===== src/rtl/blink_pkg.sv =====
// Shared mode type and phase-0 helpers for the multi-channel LED blink controller.
// Each channel decides its load-edge LED and done values through these helpers.
package blink_pkg;

    typedef enum logic [1:0] {
        MODE_OFF   = 2'd0,
        MODE_ON    = 2'd1,
        MODE_BLINK = 2'd2,
        MODE_BURST = 2'd3
    } mode_t;

    // LED value on the edge a configuration is accepted (counter at phase 0).
    function automatic logic phase0_led(
        input mode_t mode,
        input logic  high_nz,
        input logic  period_nz
    );
        case (mode)
            MODE_OFF: return 1'b0;
            MODE_ON:  return 1'b1;
            default:  return high_nz && period_nz;
        endcase
    endfunction

    // A burst with nothing to emit completes on the load edge itself.
    function automatic logic burst_empty(
        input mode_t mode,
        input logic  count_nz,
        input logic  period_nz
    );
        return (mode == MODE_BURST) && (!count_nz || !period_nz);
    endfunction

endpackage


===== src/rtl/blink_channel.sv =====
// One LED channel: latched configuration, phase and burst counters, registered led/done.
// Load has priority over any counting activity on the same edge.
module blink_channel
    import blink_pkg::*;
#(
    parameter int CNT_W   = 27,
    parameter int BURST_W = 8
) (
    input  logic               clock,
    input  logic               reset_n,
    input  logic               load,
    input  mode_t              cfg_mode,
    input  logic [CNT_W-1:0]   cfg_period,
    input  logic [CNT_W-1:0]   cfg_high,
    input  logic [BURST_W-1:0] cfg_count,
    output logic               led,
    output logic               done
);

    mode_t              mode, mode_next;
    logic [CNT_W-1:0]   period, period_next;
    logic [CNT_W-1:0]   high, high_next;
    logic [CNT_W-1:0]   phase, phase_next;
    logic [BURST_W-1:0] count, count_next;
    logic [BURST_W-1:0] bursts, bursts_next;
    logic               led_next, done_next;
    logic               wrap;
    logic               running;
    logic [CNT_W-1:0]   phase_inc;
    logic [BURST_W-1:0] bursts_inc;

    always_comb begin
        mode_next   = mode;
        period_next = period;
        high_next   = high;
        count_next  = count;
        phase_next  = phase;
        bursts_next = bursts;
        led_next    = led;
        done_next   = done;
        wrap        = 1'b0;
        phase_inc   = phase + CNT_W'(1);
        bursts_inc  = bursts + BURST_W'(1);
        running     = (mode == MODE_BLINK) || ((mode == MODE_BURST) && !done);

        if (load) begin
            mode_next   = cfg_mode;
            period_next = cfg_period;
            high_next   = cfg_high;
            count_next  = cfg_count;
            phase_next  = '0;
            bursts_next = '0;
            led_next    = phase0_led(cfg_mode, cfg_high != '0, cfg_period != '0);
            done_next   = 1'b0;
            if (burst_empty(cfg_mode, cfg_count != '0, cfg_period != '0)) begin
                led_next  = 1'b0;
                done_next = 1'b1;
            end
        end else if (running) begin
            if (period == '0) begin
                phase_next = '0;
                led_next   = 1'b0;
            end else begin
                wrap       = (phase == period - CNT_W'(1));
                phase_next = wrap ? '0 : phase_inc;
                led_next   = (phase_next < high);
                // Final wrap of a burst parks the channel dark with done raised.
                if ((mode == MODE_BURST) && wrap) begin
                    bursts_next = bursts_inc;
                    if (bursts_inc == count) begin
                        led_next  = 1'b0;
                        done_next = 1'b1;
                    end
                end
            end
        end
    end

    always_ff @(posedge clock) begin
        if (!reset_n) begin
            mode   <= MODE_OFF;
            period <= '0;
            high   <= '0;
            count  <= '0;
            phase  <= '0;
            bursts <= '0;
            led    <= 1'b0;
            done   <= 1'b0;
        end else begin
            mode   <= mode_next;
            period <= period_next;
            high   <= high_next;
            count  <= count_next;
            phase  <= phase_next;
            bursts <= bursts_next;
            led    <= led_next;
            done   <= done_next;
        end
    end

endmodule


===== src/rtl/blink_controller.sv =====
// Multi-channel LED blink controller: decodes configuration requests into
// per-channel load strobes and gathers the channel led/done outputs.
module blink_controller
    import blink_pkg::*;
#(
    parameter int  CHANNELS = 4,
    parameter int  CNT_W    = 27,
    parameter int  BURST_W  = 8,
    localparam int CHAN_W   = (CHANNELS > 1) ? $clog2(CHANNELS) : 1
) (
    input  logic                clock,
    input  logic                reset_n,
    input  logic                cfg_valid,
    output logic                cfg_ready,
    input  logic [CHAN_W-1:0]   cfg_chan,
    input  logic [1:0]          cfg_mode,
    input  logic [CNT_W-1:0]    cfg_period,
    input  logic [CNT_W-1:0]    cfg_high,
    input  logic [BURST_W-1:0]  cfg_count,
    output logic [CHANNELS-1:0] led,
    output logic [CHANNELS-1:0] done
);

    logic  accept;
    mode_t mode_in;

    // Ready tracks the previous edge's reset_n, so the release edge never accepts.
    always_ff @(posedge clock) begin
        if (!reset_n) begin
            cfg_ready <= 1'b0;
        end else begin
            cfg_ready <= 1'b1;
        end
    end

    assign accept  = cfg_valid && cfg_ready;
    assign mode_in = mode_t'(cfg_mode);

    // Out-of-range channel numbers match no strobe and are dropped.
    for (genvar g = 0; g < CHANNELS; g++) begin : g_chan
        logic load;

        assign load = accept && (cfg_chan == CHAN_W'(g));

        blink_channel #(
            .CNT_W   (CNT_W),
            .BURST_W (BURST_W)
        ) u_channel (
            .clock      (clock),
            .reset_n    (reset_n),
            .load       (load),
            .cfg_mode   (mode_in),
            .cfg_period (cfg_period),
            .cfg_high   (cfg_high),
            .cfg_count  (cfg_count),
            .led        (led[g]),
            .done       (done[g])
        );
    end

endmodule


===== config.mk =====
export PLATFORM = sky130hd
export DESIGN_NAME = blink_controller
export DESIGN_NICKNAME = d
export VERILOG_FILES = /design/src/rtl/blink_pkg.sv /design/src/rtl/blink_channel.sv /design/src/rtl/blink_controller.sv
export SDC_FILE = /design/constraint.sdc
export NUM_CORES = 1
export LEC_CHECK = 0
export ABC_AREA = 1
export CAP_MARGIN = 0
export CORE_UTILIZATION = 45
export DETAILED_ROUTE_END_ITERATION = 10
export PLACE_DENSITY = 0.72
export SYNTH_ARGS = -nofsm -noshare
export SYNTH_HDL_FRONTEND = slang
export SYNTH_HIERARCHICAL = 1
export SYNTH_SLANG_ARGS = --single-unit

===== constraint.sdc =====
create_clock -name clock -period 4.1 [get_ports clock]
set_input_delay 0.615 -clock clock [delete_from_list [all_inputs] [get_ports clock]]
set_output_delay 0.615 -clock clock [all_outputs]
set_load 0.005 [all_outputs]

After elaboration in Yosys (flattened, before gate mapping)
Index checks and enable logic that the tools add are counted.

Bits in registers: 405. Bits of input ports: 69. Word-level logic and storage cells: 190.

Add/subtract/negate cells: 12. $lt $le $gt $ge: 4. Equality and inequality tests: 25. Multiplexer cells: 52. Bitwise operators: 5. Reductions and logical operators: 59.

Operator list (number): $mux 27 (8); $add 27x1->27 const B (4); $eq 27x27->1 (4); $logic_not 27->1 (4); $lt 27x27->1 (4); $sub 27x1->27 const B (4); $reduce_bool 27->1 (2); $mux 1 (43); $add 8x1->8 const B (4); $eq 8x8->1 (4); $reduce_bool 2->1 (12); $eq 2x2->1 const B (11); $reduce_and 4->1 (4); $logic_and 1x1->1 (15); $reduce_and 3->1 (4); $ne 2x2->1 const B (4); $reduce_bool 8->1 (1); $reduce_or 2->1 (4); $logic_not 1->1 (6); $logic_or 1x1->1 (5); $not 1->1 (5); $eq 2x1->1 const B (2); $logic_not 2->1 (2); $pmux 1 s2 (1).

Depth between registers and ports, before layout
Word-level depth: 9. Depth in mapped cells: 26. Depth with buffers taken out: 26.

By module
The synthesis kept the hierarchy.

Modules (own cells, without submodules): blink_channel (g_chan[1].u_channel ...) (instances 2, cells each 985, area each 6562.5 um^2, sequential area each 2021.9 um^2); blink_channel (g_chan[3].u_channel) (instances 1, cells each 1025, area each 6930.4 um^2, sequential area each 2021.9 um^2); blink_channel (g_chan[0].u_channel) (instances 1, cells each 1010, area each 6770.2 um^2, sequential area each 2021.9 um^2); blink_controller (instances 1, cells each 12, area each 61.3 um^2, sequential area each 20.0 um^2).

Worst setup path before layout
Ideal clock, no wire load.

Kind: reg2reg. From: register g_chan[3].u_channel.period[0]. To: register g_chan[3].u_channel.led. Library setup time: 0.124 ns. Data arrival time: 3.177 ns. Required time: 3.976 ns. Slack: 0.800 ns. Cell stages (with the launch flop): 22. Clock period less this slack: 3.300 ns. Cells stage by stage: dfxtp_1 > inv_2 > ha_1 > nand2_4 > nor2_8 > nand2_4 > o21bai_2 > nand2_1 > nor2_2 > nand2_1 > nor2_2 > nand4_2 > nor2_4 > buf_12 > nor2_4 > ha_1 > nand2_1 > or4_1 > nor4_1 > nand2_1 > nand2_1 > a21oi_1.

Cells in the longest elaborated chain, start to end: 9. Elaborated cells on any way between the ends: 11.

Ends and longest elaborated chain: from (decl) (line blink_channel.sv:21) `logic [CNT_W-1:0] period, period_next;`; from (signal assigned) (line blink_channel.sv:91) `period <= period_next;`; $sub 27x1->27 (line blink_channel.sv:64) `wrap = (phase == period - CNT_W'(1));`; $eq 27x27->1 (line blink_channel.sv:64); $mux 27 (line blink_channel.sv:65) `phase_next = wrap ? '0 : phase_inc;`; $lt 27x27->1 (line blink_channel.sv:66) `led_next = (phase_next < high);`; $mux 1 (line blink_channel.sv:70) `if (bursts_inc == count) begin`; $mux 1 (line blink_channel.sv:68) `if ((mode == MODE_BURST) && wrap) begin`; $mux 1 * (line blink_channel.sv:60) `if (period == '0) begin`; $mux 1 * (line blink_channel.sv:59) `end else if (running) begin`; $mux 1 * (line blink_channel.sv:46) `if (load) begin`; to (signal assigned) (line blink_channel.sv:96) `led <= led_next;`; to (decl) (line blink_channel.sv:16) `output logic led,`.

Mark *: on every way between the ends. The rest lies on a longest branch, timed or not. The select of a mux whose other input is x is not followed. A chain may end at the register's enable or synchronous reset.

Worst setup path in the final report
From: register g_chan[1].u_channel.period[3]. To: register g_chan[1].u_channel.led.

Cells in the longest elaborated chain, start to end: 9. Elaborated cells on any way between the ends: 11.

Ends and longest elaborated chain (line): from (decl) (blink_channel.sv:21); from (signal assigned) (blink_channel.sv:91); $sub 27x1->27 (blink_channel.sv:64); $eq 27x27->1 (blink_channel.sv:64); $mux 27 (blink_channel.sv:65); $lt 27x27->1 (blink_channel.sv:66); $mux 1 (blink_channel.sv:70); $mux 1 (blink_channel.sv:68); $mux 1 * (blink_channel.sv:60); $mux 1 * (blink_channel.sv:59); $mux 1 * (blink_channel.sv:46); to (signal assigned) (blink_channel.sv:96); to (decl) (blink_channel.sv:16).

Marked as above.

==> results.md <==
- Synth async-reset ratio: 0%
- Register area share after synthesis: 30.15%
- Post-synth EDFFs: 0
- CP endpoint kind: register
- Die Y-Extent: 246.4 um
- Layout cells sized above 1: 8.305%
- Worst hold path class: input port to register
- DRC viols: 0
- Setup violations, final: 0
- Post-Syn Nets: 4202
- Prevailing post-synth register cell: dfxtp_1
- Seq pwr share: 39.8%
- Internal: 7.245 mW
- Period utilization: 91.76%
- Num CTS Buffers: 46
- Data required, critical path: 4.62 ns
- Max Transition Viols Final: 0
- Ys Warns: 6
- Synth top cells by count: nand2_1 (823), inv_1 (474), nor2_1 (473)
- Switching Fraction: 29.85%
- Clk root buf: clkbuf_16
- Layout Nets: 4219
- DR pass1 iterations: 6
- CTS tree: done
- Synth Register Bits: 405
- RePlAce Congestion: 0.9559
- Initial antenna violation count: 2
- Post-Route Setup TNS: 0 ns
- Post-route design area: 0.02994 sq mm
- Core area: 0.05902 sq mm
- RSZ-0062 raised after global routing: false
- Max-Slew Margin vs Limit: 29.98%
- Grt ovf: 0
- Longest Clk Path Bufs: 3
- Area of the multi-input gates: 0.01619 sq mm
- Final setup margin: 0.3377 ns
- First-pass GRT wire length: 134300 um
- Dpl cells: 4759
- Slowest stage cell on the critical path: or3b_1
- Via count of the routed design: 26.50k
- Reg-to-reg startpoint: g_chan[1].u_channel/period[3]$_SDFFE_PN0P_
- WHS Path Cells: 1
- Netlist Area Pre-Place: 0.02689 sq mm
- CTS Sinks: 405
- Post-Route WL: 86450 um
- Worst vdd ir: 0.0002826 V
- Crit-path max cell delay: 0.38 ns
- Vias per std cell: 5.472
- Most common cell in the netlist: nand2_1
- Num ports: 78
- Post-CTS Hold Fix Bufs: 0
- Count of non-filler cells in the finished layout: 4844
- Worst R2R Setup Slack: 0.34 ns
- DIE AREA: 0.06073 sq mm
- Placed instance area: 0.02832 sq mm
- Critical-path cell list: nor2_1 > nand2_1 > nor2_2 > buf_4 > nand2_1 > xor2_1 > or3b_1 > nor4_1 > nand2_1 > inv_2 > nor2_1 > ha_1 > a21oi_1 > nor2_1 > a211oi_1 > o21ai_0 > nand3_1 > nand4_1 > nor2_1 > nand2_1 > a21oi_1
- Area share of the largest cell type after synthesis: 30.15%
- Worst hold slack: 0.4553 ns
- WP buf/inv: 2
- Tot GR Track Use: 28.14%
- Clock Latency Late Sink: 0.59 ns
- PwrDens: 345.0 mW/mm^2
- Mean post-synth cell area: 6.693 sq um
- Final Hold Viols: 0
- Net Switching: 3.083 mW
- Fin Clk Skew: 0.01967 ns
- CTS clk-pin slew, worst paths: 0.06 ns
- Routed len/inst: 17.85 um
- Final Util: 50.73%
- Logic gate share of total power: 17.2%
- Hold endpoint: cfg_ready$_DFF_P_
- Leading area contributor after synthesis: dfxtp_1
- Fmax: 265.8 MHz
- Startpoint types: register
- FF+latch area: 0.008108 sq mm
- Reg-to-reg critical path endpoint: g_chan[1].u_channel/led$_SDFFE_PN0N_
- Crit path time final: 3.762 ns
- Synth area leaders: dfxtp_1 (30%), nand2_1 (11%), a21oi_1 (7.0%), inv_1 (6.6%), nor2_1 (6.6%)
- Chip width: 246.4 um
- CP arrival: 4.28 ns
- Fillers: 5888
- P&R area growth vs syn: 11.35%
- Post-Synthesis Cells: 4017
- Synth cell types: 65
- Largest net degree at the start of global routing: 101
- Status: complete, no violations
- HPWL after DPL: 64100 um
- Tot Pwr: 10.33 mW
- Worst slack, placed: 0.3334 ns
- Rows: 89
- Worst R2R Path Depth: 21
- Initial DRC count: 2471
- Crit Path Class: register to register
- Clock power frac: 43.0%
- Crit Path Max Fanout: 12
- Port Buffers: 77
- Leakage: 12.91 nW
- CP delay by family, top: simple AND/OR/NAND/NOR gates
- Max-cap violations: 0
- ANT nets after route: 0
- Hold_sp: reset_n
- # H-tree levels: 2
- Worst Tran Pin Value: 1.049 ns
- Vias in the first global route: 24.41k
- Initial Util: 45.56%
==> layout make-up <==
class / count / share of cell area [%]
inverters: 502 / 6.319
clock buffers: 58 / 4.367
diodes: 1 / 0.008358
clock inverters: 26 / 1.020
multi-input cells: 2949 / 54.07
flip-flops and latches: 405 / 27.08
well taps: 773 / 3.230
repair buffers: 130 / 3.907
==> worst reg2reg max path: stages, from the launching register on <==
cell and delay [ns]:
dfxtp_1 0.36, nor2_1 0.20, nand2_1 0.09, nor2_2 0.27, buf_4 0.21, nand2_1 0.07
xor2_1 0.16, or3b_1 0.38, nor4_1 0.26, nand2_1 0.11, inv_2 0.20, nor2_1 0.10
ha_1 0.30, a21oi_1 0.14, nor2_1 0.06, a211oi_1 0.20, o21ai_0 0.13, nand3_1 0.08
nand4_1 0.10, nor2_1 0.11, nand2_1 0.07, a21oi_1 0.11
==> registers in the layout, indices dropped and copies added, names as in the netlist <==
register,flops
g_chan.u_channel/period,108
g_chan.u_channel/mode,8
g_chan.u_channel/high,108
g_chan.u_channel/phase,108
cfg_ready,1
g_chan.u_channel/led,4
g_chan.u_channel/count,32
g_chan.u_channel/bursts,32
g_chan.u_channel/done,4
==> cell usage in the layout, fill, tap and decap left out, drive strengths merged, types with 4 or more instances in the layout <==
cell type      count
nand2            842
nor2             568
inv              499
dfxtp            405
a21oi            377
o21ai            312
nand3            150
xor2             141
ha               116
nand4            104
xnor2             86
clkdlybuf4s50     76
nor3              62
clkbuf            58
nor4              55
buf               54
nand3b            37
clkinv            18
a211oi            13
or2               12
a31oi              7
and3               7
nor3b              7
bufinv             6
and2               6
o21bai             6
clkinvlp           5
o31ai              5
o211ai             5
nor4b              4
a221oi             4
o41ai              4
a2111oi            4
==> worst max path at each step <==
stage,end,cells after the start,from
2_1_floorplan,g_chan[3].u_channel/led$_SDFFE_PN0N_,21,g_chan[3].u_channel/period[0]$_SDFFE_PN0P_
3_3_place_gp,g_chan[0].u_channel/led$_SDFFE_PN0N_,23,g_chan[0].u_channel/period[0]$_SDFFE_PN0P_
3_5_place_dp,g_chan[0].u_channel/led$_SDFFE_PN0N_,23,g_chan[0].u_channel/period[0]$_SDFFE_PN0P_
4_1_cts,g_chan[0].u_channel/led$_SDFFE_PN0N_,23,g_chan[0].u_channel/period[0]$_SDFFE_PN0P_
5_1_grt,g_chan[0].u_channel/led$_SDFFE_PN0N_,25,g_chan[0].u_channel/period[0]$_SDFFE_PN0P_
6_report,g_chan[1].u_channel/led$_SDFFE_PN0N_,21,g_chan[1].u_channel/period[3]$_SDFFE_PN0P_
==> per-layer routing <==
metal | wire, um | vias up | global-route usage, % | part of all wire (%)
met1 | 37320 | 12120 | 37.21 | 43
met5 | 0 | - | 0 | 0
met3 | 7698 | 203 | 5.054 | 8.9
met2 | 37650 | 1047 | 44.54 | 44
li1 | - | 13130 | - | -
met4 | 3778 | 0 | 12.27 | 4.4
==> repair_timing <==
item                       4_1_cts  5_1_grt
setup endpoints to repair        0        1
gates resized for setup          0        1
setup buffers                    0        0
==> logic make-up after synthesis <==
| kind of cell | Yosys count | synth area share (%) |
|---|---|---|
| compound gates | 748 | 14.67 |
| xor+xnor | 227 | 7.534 |
| fa+ha+maj | 116 | 5.398 |
| buf+inv | 663 | 9.749 |
| flops | 405 | 30.15 |
| simple gates | 1858 | 32.49 |
==> power by group through the flow <==
stage / Clock (mW) / Sequential [mW] / Combinational, mW
detailed placement: 0 / 4.20 / 1.73
CTS: 4.50 / 4.11 / 1.74
global placement: 0 / 4.19 / 1.72
floorplan: 0 / 4.17 / 1.19
global route: 4.65 / 4.12 / 1.96
finish: 4.44 / 4.11 / 1.78
Power figures use the tool's default switching activity.
